$ cat src/rtl/uart_rx_frame.sv
`default_nettype none
// ============================================================================
// Module   : uart_rx_frame
// Purpose  : UART frame receiver. Oversamples the line at CLKS_PER_BIT clocks
//            per bit, samples each bit at its midpoint, and checks parity and
//            the stop bit.
// Ports    : clk        - clock, rising edge
//            rst_n      - asynchronous active-low reset
//            rx         - asynchronous serial input, idle high
//            rx_data    - last received data word (held until next rx_vld)
//            rx_vld     - one-cycle pulse when a frame completes
//            parity_err - parity mismatch for the reported frame
//            frame_err  - stop bit was sampled low for the reported frame
//            busy       - receiver is inside a frame (not IDLE)
// Revision : 1.0 - initial release
// ============================================================================
module uart_rx_frame #(
  parameter int CLKS_PER_BIT = 434,
  parameter int DATA_BITS    = 8,
  parameter int PARITY_EN    = 1,
  parameter int PARITY_ODD   = 0
) (
  input  logic                 clk,
  input  logic                 rst_n,
  input  logic                 rx,
  output logic [DATA_BITS-1:0] rx_data,
  output logic                 rx_vld,
  output logic                 parity_err,
  output logic                 frame_err,
  output logic                 busy
);

  localparam int            CW     = $clog2(CLKS_PER_BIT);
  localparam logic [CW-1:0] C_FULL = CW'(CLKS_PER_BIT - 1);
  localparam logic [CW-1:0] C_HALF = CW'(CLKS_PER_BIT / 2 - 1);
  localparam logic [2:0]    C_LAST = 3'(DATA_BITS - 1);
  localparam logic          C_ODD  = (PARITY_ODD != 0);
  localparam logic          C_PEN  = (PARITY_EN != 0);

  typedef enum logic [2:0] {
    IDLE   = 3'd0,
    START  = 3'd1,
    DATA   = 3'd2,
    PARITY = 3'd3,
    STOP   = 3'd4
  } state_t;

  state_t               state;
  logic [CW-1:0]        cnt;
  logic [2:0]           idx;
  logic [DATA_BITS-1:0] shreg;
  logic                 par_bit;
  logic                 rx_s1;
  logic                 rxs;
  logic                 rxs_d;
  logic [1:0]           warm;

  // The synchronizer and edge-detector flops come out of reset at 1, so a line
  // that is already low at release would look like a falling edge. Edges are
  // only honoured once every flop of the chain holds a real line sample.
  logic fall;
  assign fall = (warm == 2'd3) && rxs_d && !rxs;

  logic cnt_done;
  assign cnt_done = (cnt == C_FULL);

  always_ff @(posedge clk or negedge rst_n) begin
    if (!rst_n) begin
      rx_s1 <= 1'b1;
      rxs   <= 1'b1;
      rxs_d <= 1'b1;
      warm  <= 2'd0;
    end else begin
      rx_s1 <= rx;
      rxs   <= rx_s1;
      rxs_d <= rxs;
      if (warm != 2'd3) warm <= warm + 2'd1;
    end
  end

  always_ff @(posedge clk or negedge rst_n) begin
    if (!rst_n) begin
      state      <= IDLE;
      cnt        <= '0;
      idx        <= '0;
      shreg      <= '0;
      par_bit    <= 1'b0;
      rx_data    <= '0;
      rx_vld     <= 1'b0;
      parity_err <= 1'b0;
      frame_err  <= 1'b0;
      busy       <= 1'b0;
    end else begin
      rx_vld <= 1'b0;
      case (state)
        IDLE: begin
          if (fall) begin
            state <= START;
            cnt   <= '0;
            busy  <= 1'b1;
          end
        end
        START: begin
          cnt <= cnt + 1'b1;
          if (cnt == C_HALF) begin
            cnt <= '0;
            idx <= '0;
            if (!rxs) begin
              state <= DATA;
            end else begin
              // Line went back high before mid-bit: treat as a glitch.
              state <= IDLE;
              busy  <= 1'b0;
            end
          end
        end
        DATA: begin
          cnt <= cnt + 1'b1;
          if (cnt_done) begin
            cnt        <= '0;
            idx        <= idx + 3'd1;
            shreg[idx] <= rxs;
            if (idx == C_LAST) state <= C_PEN ? PARITY : STOP;
          end
        end
        PARITY: begin
          cnt <= cnt + 1'b1;
          if (cnt_done) begin
            cnt     <= '0;
            par_bit <= rxs;
            state   <= STOP;
          end
        end
        STOP: begin
          cnt <= cnt + 1'b1;
          if (cnt_done) begin
            // Leaving at mid-stop re-arms the edge detector in time for a
            // back-to-back start bit; results appear on the following cycle.
            cnt        <= '0;
            state      <= IDLE;
            busy       <= 1'b0;
            rx_vld     <= 1'b1;
            rx_data    <= shreg;
            frame_err  <= ~rxs;
            parity_err <= C_PEN & ((^shreg) ^ par_bit ^ C_ODD);
          end
        end
        default: begin
          state <= IDLE;
          busy  <= 1'b0;
        end
      endcase
    end
  end

endmodule
`default_nettype wire

$ cat config.mk
export PLATFORM = sky130hd
export DESIGN_NAME = uart_rx_frame
export DESIGN_NICKNAME = d
export VERILOG_FILES = /design/src/rtl/uart_rx_frame.sv
export SDC_FILE = /design/constraint.sdc
export NUM_CORES = 1
export LEC_CHECK = 0
export CORE_MARGIN = 2
export CORE_UTILIZATION = 45
export DETAILED_ROUTE_END_ITERATION = 7
export SYNTH_ARGS = -nofsm -noshare
export SYNTH_HDL_FRONTEND = slang
export SYNTH_SLANG_ARGS = --single-unit
export TNS_END_PERCENT = 10
$ cat constraint.sdc
create_clock -name clk -period 2.7 [get_ports clk]
set_clock_uncertainty 0.05 [all_clocks]
set_input_delay 0.54 -clock clk [delete_from_list [all_inputs] [get_ports clk]]
set_output_delay 0.54 -clock clk [all_outputs]
set_load 0.01 [all_outputs]
======== After elaboration in Yosys (flattened, before gate mapping) ========
Cells that the tools add are included.
word-level totals
  register bits ........................... 41
  bits of input ports ..................... 3
  logic and storage cells ................. 80
  output and inout port bits .............. 12
cells by class
  muxes and demuxes ....................... 25
  equality and inequality tests ........... 16
  bitwise operators ....................... 3
  magnitude comparators ................... 2
  $add $sub $neg .......................... 3
  reduce and logical (&&, ||, !) cells .... 17
operator list
  operator                                                            count
  two-way mux 9 bit                                                   3
  case mux 9 bit (3 select lines)                                     1
  two-way mux 3 bit                                                   8
  != test 2 bit (second input constant)                               8
  case mux 3 bit (5 select lines)                                     1
  adder 9 x 1 -> 9 bit (second input constant)                        1
  equality test 9 x 8 -> 1 bit (second input constant)                1
  equality test 9 bit (second input constant)                         1
  bitwise mux 8 bit                                                   1
  AND reduction 2 bit                                                 4
  parity 8 bit                                                        1
  two-way mux 1 bit                                                   7
  equality test 3 x 2 -> 1 bit (second input constant)                2
  equality test 3 bit (second input constant)                         2
  case mux 3 bit (2 select lines)                                     1
  AND reduction 6 bit                                                 1
  AND reduction 5 bit                                                 1
  < comparator 3 x 4 -> 1 bit (second input constant)                 1
  case mux 1 bit (4 select lines)                                     1
  adder 3 x 1 -> 3 bit (second input constant)                        1
  demux 1 bit (select 3 bit)                                          1
  equality test 3 x 1 -> 1 bit (second input constant)                1
  greater-or-equal comparator 3 x 1 -> 1 bit (second input constant)  1
  logical AND 1 bit                                                   3
  other kinds (12)                                                    13

======== Depth between registers and ports, before layout ========
  depth in word-level cells ............... 5
  mapped depth ............................ 7
  mapped depth without buffers ............ 6

======== Worst setup path before layout ========
OpenSTA, ideal clock, no wires.
  path type ............................... register to register
  start point ............................. register cnt[0]
  end point ............................... register state[0]
  data arrival time ....................... 1,719 ps
  path buffers ............................ 0
  slack ................................... 806 ps
  cell stages (with the launch flop) ...... 7
  clock period less this slack ............ 1,894 ps
  cells stage by stage .................... dfrtp_1 inv_1 ha_1 and4bb_2 a311oi_4 nor3_4 mux2_4
on the way
  word-level cells in the longest chain between the ends .. 3
ends and longest elaborated chain
  element                                                                     line     text
  start, declared                                                             49       logic [CW-1:0] cnt;
  start signal, assigned                                                      104      cnt <= cnt + 1'b1;
  start signal, assigned                                                      118      cnt <= cnt + 1'b1;
  start signal, assigned                                                      127      cnt <= cnt + 1'b1;
  equality test 9 bit / equality test 9 x 8 -> 1 bit (equally long branches)  65, 105
  != test 2 bit (no source line)                                              n/a
  AND reduction 6 bit (no source line) *                                      n/a
  end signal, assigned                                                        123      if (idx == C_LAST) state <= C_PEN ? PARITY : STOP;
  end, declared                                                               48       state_t state;
Every way passes the cells marked *; elsewhere a longest branch is shown, timed or not.
A chain may end at the register's enable or synchronous reset.

======== Worst setup path in the final report ========
Same ends and word-level chain as after synthesis.

==> summary.txt <==
Timing
  – Tmin final: 2100 ps
  – Final period utilization: 0.779
  – Fmax: 475 MHz
  – Final Hold Fails: 0
  – Count of pins over their slew limit: 0
  – Count of final setup violators: 0
  – Setup TNS: 0 ps
  – Worst slew pin tran: 930 ps
  – RSZ-0062 raised after global routing: false
  – Slew margin rel.: 0.380

GRT
  – Met3 Track Usage GR: 0.0420
  – Overflow after GRT: 0
  – Met1 Use GR: 0.238
  – Gr busiest metal: met2
  – Tot GR Track Use: 0.173
  – First-pass GRT wire length: 7120 um
  – Largest net degree at the start of global routing: 42
  – Initial antenna violation count: 0
  – M2 GR Usage: 0.275
  – Vias in the first global route: 1481

Drt
  – DRT Wirelength: 4200 um
  – Average wire per standard cell: 15.9 um
  – Vias: 1490
  – Initial DRT Pass Iterations: 4
  – Initial drt markers: 115
  – Via-to-Cell Ratio: 5.62
  – Post-route DRC: 0
  – Detail Route Antenna Nets: 0

Synth
  – Number of flops mapped to enable cells by yosys: 0
  – Prevailing post-synth register cell: dfrtp_1
  – Yosys Warn Count: 0
  – Top post-synthesis cells by area: dfrtp_1, mux2_2, dfstp_2
  – Cell Area, Synth: 2210 um2
  – Synth Instances: 181
  – Synth Register Bits: 41
  – Distinct cells, synth: 52
  – Sequential element share of the synthesized area: 0.467
  – Synth top area share: 0.431
  – Mean Syn Cell Area: 12.2 um2
  – Synth area leader: dfrtp_1
  – Post-synthesis net count: 190
  – Post-synth ARST share: 1.00

Layout
  – # diodes: 0
  – Commonest non-fill, non-tap cell in the layout: dfrtp_1
  – Most frequent cells in the layout: dfrtp_1, mux2_2, inv_1, clkdlybuf4s50_1, xnor2_1
  – Area Overhead vs Synth: 13.0%
  – Fin nets: 206
  – Fill cells: 409
  – Share of layout cells above drive strength 1: 0.212

Setup path
  – Worst setup path class: reg -> reg
  – R2R depth: 6
  – Setup slack, reg-to-reg: 600 ps
  – Crit path DAT: 2230 ps
  – CP Launch Type: register
  – Worst-path maximum fanout: 10
  – FF-to-FF End: state[0]$_DFFE_PN0P_
  – Reg2reg start: cnt[0]$_DFFE_PN0P_
  – Critical path required time: 2830 ps
  – Worst setup EP type: register

Worst hold path
  – WHS Path Cells: 0
  – Tightest Hold Check Type: reg -> reg
  – Hold wc startpoint: rx_s1$_DFF_PN1_
  – Hold Path End: rxs$_DFF_PN1_

Place
  – GPL Wtd Cong: 0.868
  – Dpl hpwl: 2840 um
  – IO buf count: 14

Clock network
  – Cts hold-fix bufs: 0
  – TritonCTS clock tree: yes
  – CTS resizes: 0
  – H-tree depth: 2
  – # clock sinks: 41
  – Root buf cell: clkbuf_8
  – Num CTS Buffers: 5
  – Clk buf depth: 2
  – Clk_lat worst skew: 300 ps
  – Setup Fix Bufs, Post-CTS: 0
  – Clock transition at path regs: 70 ps

Floorplan
  – Row count: 25
  – Die Y-Extent: 74.0 um
  – Initial Util: 0.467
  – Die area: 5480 um2
  – Core Region: 4720 um2
  – Boundary Pins: 15
  – DIE WIDTH: 74.0 um

Job
  – Max-cap violations: 0

Run status
  – Status: finished, final reports clean

Power and ir drop
  – Total power: 1.67 mW
  – Pleak: 1.08 nW
  – PwrDens: 668 nW/um2
  – Maximum VDD drop: 281 uV
## sequential cells by signal, summed over array words and instances (netlist names)
register    count
rx_vld          1
rxs             1
frame_err       1
shreg           8
rx_data         8
cnt             9
busy            1
parity_err      1
par_bit         1
rx_s1           1
warm            2
rxs_d           1
idx             3
state           3
## power by group
part	total, mW	switching, mW	internal (mW)
registers	0.797	0.119	0.678
logic	0.385	0.207	0.178
clock network	0.483	0.209	0.274
total	1.67	0.535	1.13
## synth_stat cells (3+ instances only)
master,count
dfstp_2,3
a21oi_1,4
o22ai_1,3
nand4b_1,4
nand3_1,6
nand4_1,3
mux2_2,14
nand2_1,5
o31ai_1,4
nor3_1,4
o221ai_1,5
dfrtp_1,38
ha_1,6
inv_1,13
xnor2_1,8
nor2_1,5
mux2_1,6
o21ai_0,4
## metrics by stage
step                      instance area [um2]   util  hold slack [ps]  setup slack, ps  std cells
after CTS                                2490  0.528              312              604        265
after global routing                     2490  0.528              310              472        265
final                                    2490  0.528              312              597        265
after global placement                   2390  0.505              297              727        257
after detailed placement                 2390  0.505              300              620        257
after floorplan                          2210      -              194              806        181
## metal layers
layer	wire length (um)	vias up	part of all wire
met5	0	-	0
met4	34	0	0.0081
met3	173	4	0.041
met2	2010	36	0.48
li1	-	706	-
met1	1990	744	0.47
## area by class of cell
class	instances	area, um2	share of cell area
Clock buffer	6	72.6	0.0291
Sequential cell	41	1030	0.413
Inverter	13	48.8	0.0196
Clock inverter	2	35.0	0.0140
Tap cell	67	83.8	0.0336
Timing Repair Buffer	15	143	0.0572
Multi-Input combinational cell	121	1080	0.434
## how the worst max path moves through the flow
stage / to / slack (ps) / startpoint / cells past startpoint
floorplan: state[0]$_DFFE_PN0P_ / 810 / cnt[0]$_DFFE_PN0P_ / 6
global placement: state[0]$_DFFE_PN0P_ / 730 / cnt[1]$_DFFE_PN0P_ / 6
detailed placement: state[0]$_DFFE_PN0P_ / 620 / cnt[0]$_DFFE_PN0P_ / 6
CTS: state[0]$_DFFE_PN0P_ / 600 / cnt[0]$_DFFE_PN0P_ / 6
global route: state[0]$_DFFE_PN0P_ / 470 / cnt[1]$_DFFE_PN0P_ / 6
finish: state[0]$_DFFE_PN0P_ / 600 / cnt[0]$_DFFE_PN0P_ / 6
## kinds of logic after synthesis
| logic type | share of synthesized area |
|---|---|
| and+or+nand+nor | 0.163 |
| DFF | 0.467 |
| AOI/OAI and AO/OA | 0.129 |
| muxes | 0.118 |
| buffers and inverters | 0.0431 |
| xor gates and xnor gates | 0.0459 |
| adders and majority gates | 0.0340 |
## worst max-delay path, cell delays in order (launching register included)
cell      delay, ps
dfrtp_1         420
inv_1           100
ha_1            210
and4bb_2        260
a311oi_4        480
nor3_4          140
mux2_4          320
No activity file was read; power rests on OpenSTA's default activity.
